<file path="config.mk">
export PLATFORM = sky130hd
export DESIGN_NAME = ha_array_reducer_flat
export DESIGN_NICKNAME = d
export VERILOG_FILES = /design/src/rtl/ha_array_pkg.sv /design/src/rtl/ha_array_reducer_if.sv /design/src/rtl/ha_group_value.sv /design/src/rtl/ha_array_reducer.sv /design/src/flat_wrapper.sv
export SDC_FILE = /design/constraint.sdc
export NUM_CORES = 1
export LEC_CHECK = 0
export CORE_MARGIN = 2
export CORE_UTILIZATION = 51
export CTS_BUF_LIST = sky130_fd_sc_hd__clkbuf_4 sky130_fd_sc_hd__clkbuf_8
export CTS_CLUSTER_SIZE = 14
export DETAILED_ROUTE_END_ITERATION = 10
export PLACE_DENSITY = 0.88
export REMOVE_ABC_BUFFERS = 1
export SYNTH_ARGS = -nofsm -noshare
export SYNTH_HDL_FRONTEND = slang
export SYNTH_HIERARCHICAL = 1
export SYNTH_SLANG_ARGS = --single-unit
export TNS_END_PERCENT = 10
</file>
<file path="constraint.sdc">
create_clock -name clk -period 3.7 [get_ports clk]
set_clock_uncertainty 0.15 [all_clocks]
set_input_delay 0.555 -clock clk [delete_from_list [all_inputs] [get_ports clk]]
set_output_delay 0.555 -clock clk [all_outputs]
set_load 0.005 [all_outputs]
</file>
<file path="src/rtl/ha_array_pkg.sv">
// Shared definitions for the half-adder array reducer.
//   HA_GROUPS : number of half-adder groups from the partial-product stage
//   HA_B_W    : carry bits per group
//   HA_T_W    : sum bits per group
//   HA_GV_W   : width of one group value t + (b << 2)
//   HA_PS_W   : width of a stage-1 partial sum
//   HA_SUM_W  : width of the full internal sum
//   ha_group_t: one group's carry (b) and sum (t) bits
package ha_array_pkg;

    localparam int unsigned HA_GROUPS = 4;
    localparam int unsigned HA_B_W    = 7;
    localparam int unsigned HA_T_W    = 9;
    localparam int unsigned HA_GV_W   = 10;
    // G_0 + (G_1 << 2) reaches 5 * 1019 = 5095, which needs 13 bits to keep every input bit.
    localparam int unsigned HA_PS_W   = 13;
    localparam int unsigned HA_SUM_W  = 17;

    typedef struct packed {
        logic [HA_B_W-1:0] b;
        logic [HA_T_W-1:0] t;
    } ha_group_t;

endpackage

</file>
<file path="src/rtl/ha_array_reducer_if.sv">
// Handshake and data bundle for ha_array_reducer.
//   in_valid/in_ready     : upstream handshake
//   ha_array_g_b/_t       : carry/sum bits of group g (g = 0..3)
//   out_valid/out_ready   : downstream handshake
//   product, ovf          : reduced product and bit 16 of the internal sum
// Modports: master = producer/consumer side, slave = reducer side.
interface ha_array_reducer_if #(
    parameter int unsigned OUT_W = 16
);
    logic             in_valid;
    logic             in_ready;
    logic [6:0]       ha_array_0_b;
    logic [8:0]       ha_array_0_t;
    logic [6:0]       ha_array_1_b;
    logic [8:0]       ha_array_1_t;
    logic [6:0]       ha_array_2_b;
    logic [8:0]       ha_array_2_t;
    logic [6:0]       ha_array_3_b;
    logic [8:0]       ha_array_3_t;
    logic             out_valid;
    logic             out_ready;
    logic [OUT_W-1:0] product;
    logic             ovf;

    modport master (
        output in_valid, ha_array_0_b, ha_array_0_t, ha_array_1_b, ha_array_1_t,
               ha_array_2_b, ha_array_2_t, ha_array_3_b, ha_array_3_t, out_ready,
        input  in_ready, out_valid, product, ovf
    );

    modport slave (
        input  in_valid, ha_array_0_b, ha_array_0_t, ha_array_1_b, ha_array_1_t,
               ha_array_2_b, ha_array_2_t, ha_array_3_b, ha_array_3_t, out_ready,
        output in_ready, out_valid, product, ovf
    );
endinterface

</file>
<file path="src/rtl/ha_group_value.sv">
// Combinational value of one half-adder group: G = t + (b << 2).
//   grp   : in  carry (b) and sum (t) bits of the group
//   value : out 10-bit group value, max 1019
module ha_group_value
    import ha_array_pkg::*;
(
    input  ha_group_t            grp,
    output logic [HA_GV_W-1:0]   value
);
    assign value = HA_GV_W'(grp.t) + (HA_GV_W'(grp.b) << 2);
endmodule

</file>
<file path="src/rtl/ha_array_reducer.sv">
// Two-stage pipelined final adder for the approximate 8x8 multiplier's HA arrays.
// Stage 1 registers L = G0 + (G1 << 2) and H = G2 + (G3 << 2); stage 2 registers
// S = L + (H << 4) as product/ovf. Valid/ready on both sides, full throughput.
//   clk, rst : clock, synchronous active-high reset
//   bus      : ha_array_reducer_if.slave (handshakes, group arrays, product, ovf)
// Build option: HA_REDUCER_SAT_EN saturates product to all ones when S[16] is set.
module ha_array_reducer
    import ha_array_pkg::*;
#(
    parameter int unsigned OUT_W = 16
) (
    input logic              clk,
    input logic              rst,
    ha_array_reducer_if.slave bus
);
    ha_group_t              grp [HA_GROUPS];
    logic [HA_GV_W-1:0]     gv  [HA_GROUPS];

    assign grp[0] = '{b: bus.ha_array_0_b, t: bus.ha_array_0_t};
    assign grp[1] = '{b: bus.ha_array_1_b, t: bus.ha_array_1_t};
    assign grp[2] = '{b: bus.ha_array_2_b, t: bus.ha_array_2_t};
    assign grp[3] = '{b: bus.ha_array_3_b, t: bus.ha_array_3_t};

    for (genvar g = 0; g < HA_GROUPS; g++) begin : gen_grp
        ha_group_value u_gv (
            .grp   (grp[g]),
            .value (gv[g])
        );
    end

    logic                s1_valid_q;
    logic [HA_PS_W-1:0]  l_q, h_q, l_d, h_d;
    logic                out_valid_q;
    logic [OUT_W-1:0]    product_q, product_d;
    logic                ovf_q;
    logic [HA_SUM_W-1:0] sum_d;
    logic                s2_advance;
    logic                in_ready;

    assign s2_advance = !out_valid_q || bus.out_ready;
    // Reported ready during reset so upstream never stalls on it; the reset branch drops the data.
    assign in_ready   = rst || !s1_valid_q || s2_advance;

    always_comb begin
        l_d   = HA_PS_W'(gv[0]) + (HA_PS_W'(gv[1]) << 2);
        h_d   = HA_PS_W'(gv[2]) + (HA_PS_W'(gv[3]) << 2);
        sum_d = HA_SUM_W'(l_q) + (HA_SUM_W'(h_q) << 4);
`ifdef HA_REDUCER_SAT_EN
        product_d = sum_d[HA_SUM_W-1] ? '1 : sum_d[OUT_W-1:0];
`else
        product_d = sum_d[OUT_W-1:0];
`endif
    end

    always_ff @(posedge clk) begin
        if (rst) begin
            s1_valid_q  <= 1'b0;
            l_q         <= '0;
            h_q         <= '0;
            out_valid_q <= 1'b0;
            product_q   <= '0;
            ovf_q       <= 1'b0;
        end else begin
            if (s2_advance) begin
                out_valid_q <= s1_valid_q;
                if (s1_valid_q) begin
                    product_q <= product_d;
                    ovf_q     <= sum_d[HA_SUM_W-1];
                end
            end
            if (in_ready) begin
                s1_valid_q <= bus.in_valid;
                if (bus.in_valid) begin
                    l_q <= l_d;
                    h_q <= h_d;
                end
            end
        end
    end

    assign bus.in_ready  = in_ready;
    assign bus.out_valid = out_valid_q;
    assign bus.product   = product_q;
    assign bus.ovf       = ovf_q;
endmodule
</file>
<file path="src/flat_wrapper.sv">
// flat-port wrapper written by rule: the top's interface ports become plain ports
module ha_array_reducer_flat import ha_array_pkg::*;
#(
    parameter int unsigned OUT_W = 16
)
  (clk, rst, bus_in_valid, bus_ha_array_0_b, bus_ha_array_0_t, bus_ha_array_1_b, bus_ha_array_1_t, bus_ha_array_2_b, bus_ha_array_2_t, bus_ha_array_3_b, bus_ha_array_3_t, bus_out_ready, bus_in_ready, bus_out_valid, bus_product, bus_ovf);
  ha_array_reducer_if #(.OUT_W(OUT_W)) bus_i ();
  input logic clk;
  input logic rst;
  input wire logic [$bits(bus_i.in_valid)-1:0] bus_in_valid;
  input wire logic [$bits(bus_i.ha_array_0_b)-1:0] bus_ha_array_0_b;
  input wire logic [$bits(bus_i.ha_array_0_t)-1:0] bus_ha_array_0_t;
  input wire logic [$bits(bus_i.ha_array_1_b)-1:0] bus_ha_array_1_b;
  input wire logic [$bits(bus_i.ha_array_1_t)-1:0] bus_ha_array_1_t;
  input wire logic [$bits(bus_i.ha_array_2_b)-1:0] bus_ha_array_2_b;
  input wire logic [$bits(bus_i.ha_array_2_t)-1:0] bus_ha_array_2_t;
  input wire logic [$bits(bus_i.ha_array_3_b)-1:0] bus_ha_array_3_b;
  input wire logic [$bits(bus_i.ha_array_3_t)-1:0] bus_ha_array_3_t;
  input wire logic [$bits(bus_i.out_ready)-1:0] bus_out_ready;
  output wire logic [$bits(bus_i.in_ready)-1:0] bus_in_ready;
  output wire logic [$bits(bus_i.out_valid)-1:0] bus_out_valid;
  output wire logic [$bits(bus_i.product)-1:0] bus_product;
  output wire logic [$bits(bus_i.ovf)-1:0] bus_ovf;
  assign bus_i.in_valid = bus_in_valid;
  assign bus_i.ha_array_0_b = bus_ha_array_0_b;
  assign bus_i.ha_array_0_t = bus_ha_array_0_t;
  assign bus_i.ha_array_1_b = bus_ha_array_1_b;
  assign bus_i.ha_array_1_t = bus_ha_array_1_t;
  assign bus_i.ha_array_2_b = bus_ha_array_2_b;
  assign bus_i.ha_array_2_t = bus_ha_array_2_t;
  assign bus_i.ha_array_3_b = bus_ha_array_3_b;
  assign bus_i.ha_array_3_t = bus_ha_array_3_t;
  assign bus_i.out_ready = bus_out_ready;
  assign bus_in_ready = bus_i.in_ready;
  assign bus_out_valid = bus_i.out_valid;
  assign bus_product = bus_i.product;
  assign bus_ovf = bus_i.ovf;
  ha_array_reducer #(.OUT_W(OUT_W)) u_core (.clk(clk), .rst(rst), .bus(bus_i));
endmodule
</file>
Word level (Yosys, flattened, before mapping) --
Cells that the tools add are included.
Word-level totals: flip-flop bits (word level) 45, bits in latches 0, memory bits (writable) 0, bits in read-only memories 0, bits of input ports 68, output and inout port bits 19, logic and storage cells 20, memories kept 0
Operators by class: add/subtract/negate cells 7, multipliers 0, div/mod/pow operators 0, magnitude comparators 0, eq/ne operators 0, shift-type cells 0, mux-type cells 0, bitwise operators 0, reduce and logical (&&, ||, !) cells 7
Operator list (count):
- 9-bit by 9-bit adder with 10-bit output | 4
- 10-bit by 12-bit adder with 13-bit output | 2
- 13-bit by 17-bit adder with 17-bit output | 1
- 2-bit AND reduction | 2
- 1-bit logical OR | 3
- 1-bit logical NOT | 2

Depth between registers and ports, before layout --
depth after elaboration 4, gate-level depth with buffers 14, gate-level depth less buffers 14

Cells and area by module --
Netlist, hierarchy kept.
Modules (own cells, without submodules):
- ha_array_reducer | times used 1, cells an instance 329, area an instance 2701.3 µm², sequential area each 900.9 µm²
- ha_group_value | times used 4, cells an instance 39, area an instance 301.5 µm², sequential area each 0.0 µm²

Worst setup path before layout --
Ideal clock, no wire load.
path type input to register, from in bus_ha_array_2_t[2], to reg u_core.h_q[11], arrival time 2.769 ns, path slack 0.695 ns, cell stages on the path 14, path buffers 0, path through ha_1 -> inv_1 -> fa_1 -> nor2b_1 -> o31a_1 -> mux2i_1 -> nand2_1 -> ha_1 -> o21a_1 -> o21ai_1 -> a31oi_1 -> o21ai_1 -> xor2_1 -> a211oi_1
RTL lines:
- start, declared | line flat_wrapper.sv:16 | input wire logic [$bits(bus_i.ha_array_2_t)-1:0] bus_ha_array_2_t;
- end signal, assigned | line ha_array_reducer.sv:59 | h_q <= '0;
- end signal, assigned | line ha_array_reducer.sv:75 | h_q <= h_d;
- end, declared | line ha_array_reducer.sv:32 | logic [HA_PS_W-1:0] l_q, h_q, l_d, h_d;

==> metrics.md <==
| Metric | Value |
|---|---|
| GRT Total Usage | `19.1%` |
| Minimum clock period | `3.42 ns` |
| Cell area after synthesis | `0.00391 mm^2` |
| Die H | `slightly above 90 um` |
| DR WL/cell | `12.0 um` |
| Share of post-route cells with drive strength above 1 | `5.54%` |
| Synthesis-to-finish area growth | `25.6%` |
| Max-slew violations | `0` |
| Initial antenna violation count | `0` |
| Required @ worst endpoint | `roughly 3.8 ns` |
| Sequential area share after synthesis | `23.1%` |
| Netlist cell types | `45` |
| Routed Antenna Nets | `0` |
| CP Capture Type | `flop` |
| Crit Path Class | `input port to flop` |
| Rel. slew slack | `between 40% and 50%` |
| H-tree depth | `2` |
| CTS sink cnt | `45` |
| # hold bufs at CTS | `0` |
| Area contributors post-synth | `dfxtp_1 23%, ha_1 17%, a21oi_1 6.9%, nand2_1 6.4%, xnor2_1 5.4%` |
| Clock network power share | `between 20% and 30%` |
| Main flop type after synthesis | `dfxtp_1` |
| DRT iter0 DRCs | `117` |
| Clock Pin Slew Worst Setup and Hold Paths | `~0.090 ns` |
| # Max-Cap Violations | `0` |
| Core area | `about 0.0073 mm^2` |
| Nets | `slightly below 700` |
| Max Freq | `slightly below 300 MHz` |
| Ys Warns | `6` |
| RSZ-0062 raised after global routing | `no` |
| Post-Route WL | `7.92 mm` |
| Syn Inst Count | `485` |
| Crit Path Max Fanout | `5` |
| Starting density of the core | `a little over half` |
| Worst hold path type | `flop to flop` |
| Tot Pwr | `around 1.9 mW` |
| Multi-input logic area | `~0.0028 mm^2` |
| Clock root cell | `clkbuf_8` |
| Cell Int Power | `about 1.2 mW` |
| Hold WS | `between 0.3 and 0.4 ns` |
| Floorplan row count | `31` |
| Status | `finished clean` |
| Placed Cells | `651` |
| Critical path, cell by cell | `clkdlybuf4s50_1 > ha_1 > inv_1 > fa_1 > nor2b_1 > o31a_1 > mux2i_1 > nand2_1 > ha_1 > o21a_1 > o21ai_1 > a31oi_1 > o21ai_1 > xor2_1 > a211oi_1` |
| Sw Ratio | `35.6%` |
| DPL Wire Length | `approximately 6.5 mm` |
| Count leader, synth | `nand2_1` |
| DR pass1 iterations | `4` |
| Global-route wire length before repair | `13.8 mm` |
| DRC | `0` |
| Ant diodes | `0` |
| CP delay by family, top | `adder cells` |
| CTS tree | `built` |
| Post-synth EDFFs | `0` |
| Resized Gates After CTS | `0` |
| Vias post-DR | `between 3000 and 4000` |
| Fin crit share | `92.6%` |
| Flop pwr share | `31.5%` |
| Combinational cell fraction of total power | `47.9%` |
| Post-synth ARST share | `0%` |
| Commonest cells in the netlist | `67 x nand2_1, 54 x a21oi_1, 53 x ha_1, 45 x dfxtp_1, 34 x nor2_1` |
| Vias/cell | `5.35` |
| Max VDD drop | `0.000177 V` |
| Vias in the first global route | `3458` |
| Num CTS Buffers | `5` |
| PwrDens | `380 mW/mm^2` |
| Routability cong. | `0.849` |
| GRT overflow | `0` |
| # setup viols final | `0` |
| WP buf/inv | `2` |
| Post-CTS Setup Bufs | `0` |
| CP startpoint kind | `input port` |
| WP data arrival | `3.50 ns` |
| Finished Layout Cells | `between 600 and 700` |
| Clock latency on the worst-skew pair | `0.30 ns` |
| Area fraction of the dominant cell type after synthesis | `23.1%` |
| Clk buf depth | `2` |
| Ports | `just under 90` |
| P_leak | `1.97 nW` |
| Synth Register Bits | `45` |
| Fillers | `between 500 and 600` |
| Syn_area_per_cell | `8.06 um^2` |
| IO buf count | `86` |
| Final hold vios | `0` |
| Largest area contributor in the netlist | `dfxtp_1` |
| FF/Latch Area | `901 um^2` |
| CP peak stage delay | `between 0.4 and 0.5 ns` |
| Slew @ Worst Pin | `between 0.8 and 0.9 ns` |
| Largest net degree at the start of global routing | `51` |
| NetSw | `between 0.6 and 0.7 mW` |
| Die area | `0.00838 mm^2` |
| CP max-delay cell | `clkdlybuf4s50_1` |
| Die width | `between 90 and 100 um` |
path summary, 6_finish.rpt:
| kind | from | end | slack [ns] | depth (start not counted) |
|---|---|---|---|---|
| min | u_core/l_q[3] | u_core/bus.product[3] | 0.30 | 2 |
| min reg2reg | u_core/l_q[3] | u_core/bus.product[3] | 0.30 | 2 |
| max reg2reg | u_core/l_q[4] | u_core/bus.product[12] | 1.44 | 8 |
| max | bus_ha_array_2_b[0] | u_core/h_q[11] | 0.28 | 15 |
tightest hold or removal path, delay by kind of cell (launching register included):
kind	cells	cell delay, ns
DFF	1	0.32
and+or+nand+nor	1	0.06
AOI/OAI and AO/OA	1	0.05
routing by layer:
layer	global-route usage [%]	wire, um
met1	22.8	3670
met2	35.4	3890
met3	2.41	258
met4	5.56	102
met5	0	0
power by group through the flow:
stage	Clock [mW]	Combinational, mW	Sequential, mW
floorplan	0	0.642	0.589
global placement	0	0.842	0.596
detailed placement	0	0.878	0.598
CTS	0.387	0.889	0.587
global route	0.408	0.993	0.596
finish	0.385	0.892	0.587
final cells by class:
type	instances	area share, %
clock buffer	6	1.68
sequential	45	18.4
multi-input combinational	391	56.7
timing repair buffer	88	17.8
tap	99	2.52
clock inverter	2	0.765
inverter	28	2.14
logic make-up (layout without fill, tap and decap cells):
| logic type | after synthesis | count (layout) | synth area share, % |
|---|---|---|---|
| AND/OR/NAND/NOR | 157 | 157 | 18.7 |
| AO/OA/AOI/OAI | 138 | 138 | 23.7 |
| adder cells (fa/ha/maj) | 60 | 60 | 20.6 |
| buffers and inverters | 49 | 124 | 5.76 |
| flip-flops | 45 | 45 | 23.1 |
| XOR/XNOR | 32 | 32 | 7.17 |
| multiplexers | 4 | 4 | 1.02 |
flip-flops by register name (all words and copies together), names as in the netlist:
name / flops
u_core/bus.product: 16
u_core/h_q: 13
u_core/l_q: 13
u_core/bus.out_valid: 1
u_core/bus.ovf: 1
u_core/s1_valid_q: 1
placed cells by master, fill, tap and decap left out, drive strengths merged, types with 7 or more instances in the layout:
cell type | netlist | final
xor2 | 8 | 8
clkdlybuf4s50 | 0 | 86
fa | 7 | 7
o21a | 7 | 7
a21oi | 62 | 62
dfxtp | 45 | 45
nor3 | 11 | 11
xnor2 | 24 | 24
nor2 | 34 | 34
a211oi | 13 | 13
nand2 | 67 | 67
o21ai | 24 | 24
nor2b | 25 | 25
ha | 53 | 53
inv | 28 | 28
per-stage QoR:
step	util (%)	TNS [ns]	cell area, um^2	setup slack [ns]
after floorplan	-	0	3790	0.695
after global placement	65.3	0	4790	0.0930
after detailed placement	65.3	-0.0252	4790	-0.0252
after CTS	66.9	0	4910	0.278
after global routing	66.9	0	4910	0.0394
final	66.9	0	4910	0.276
Power figures use the tool's default switching activity.
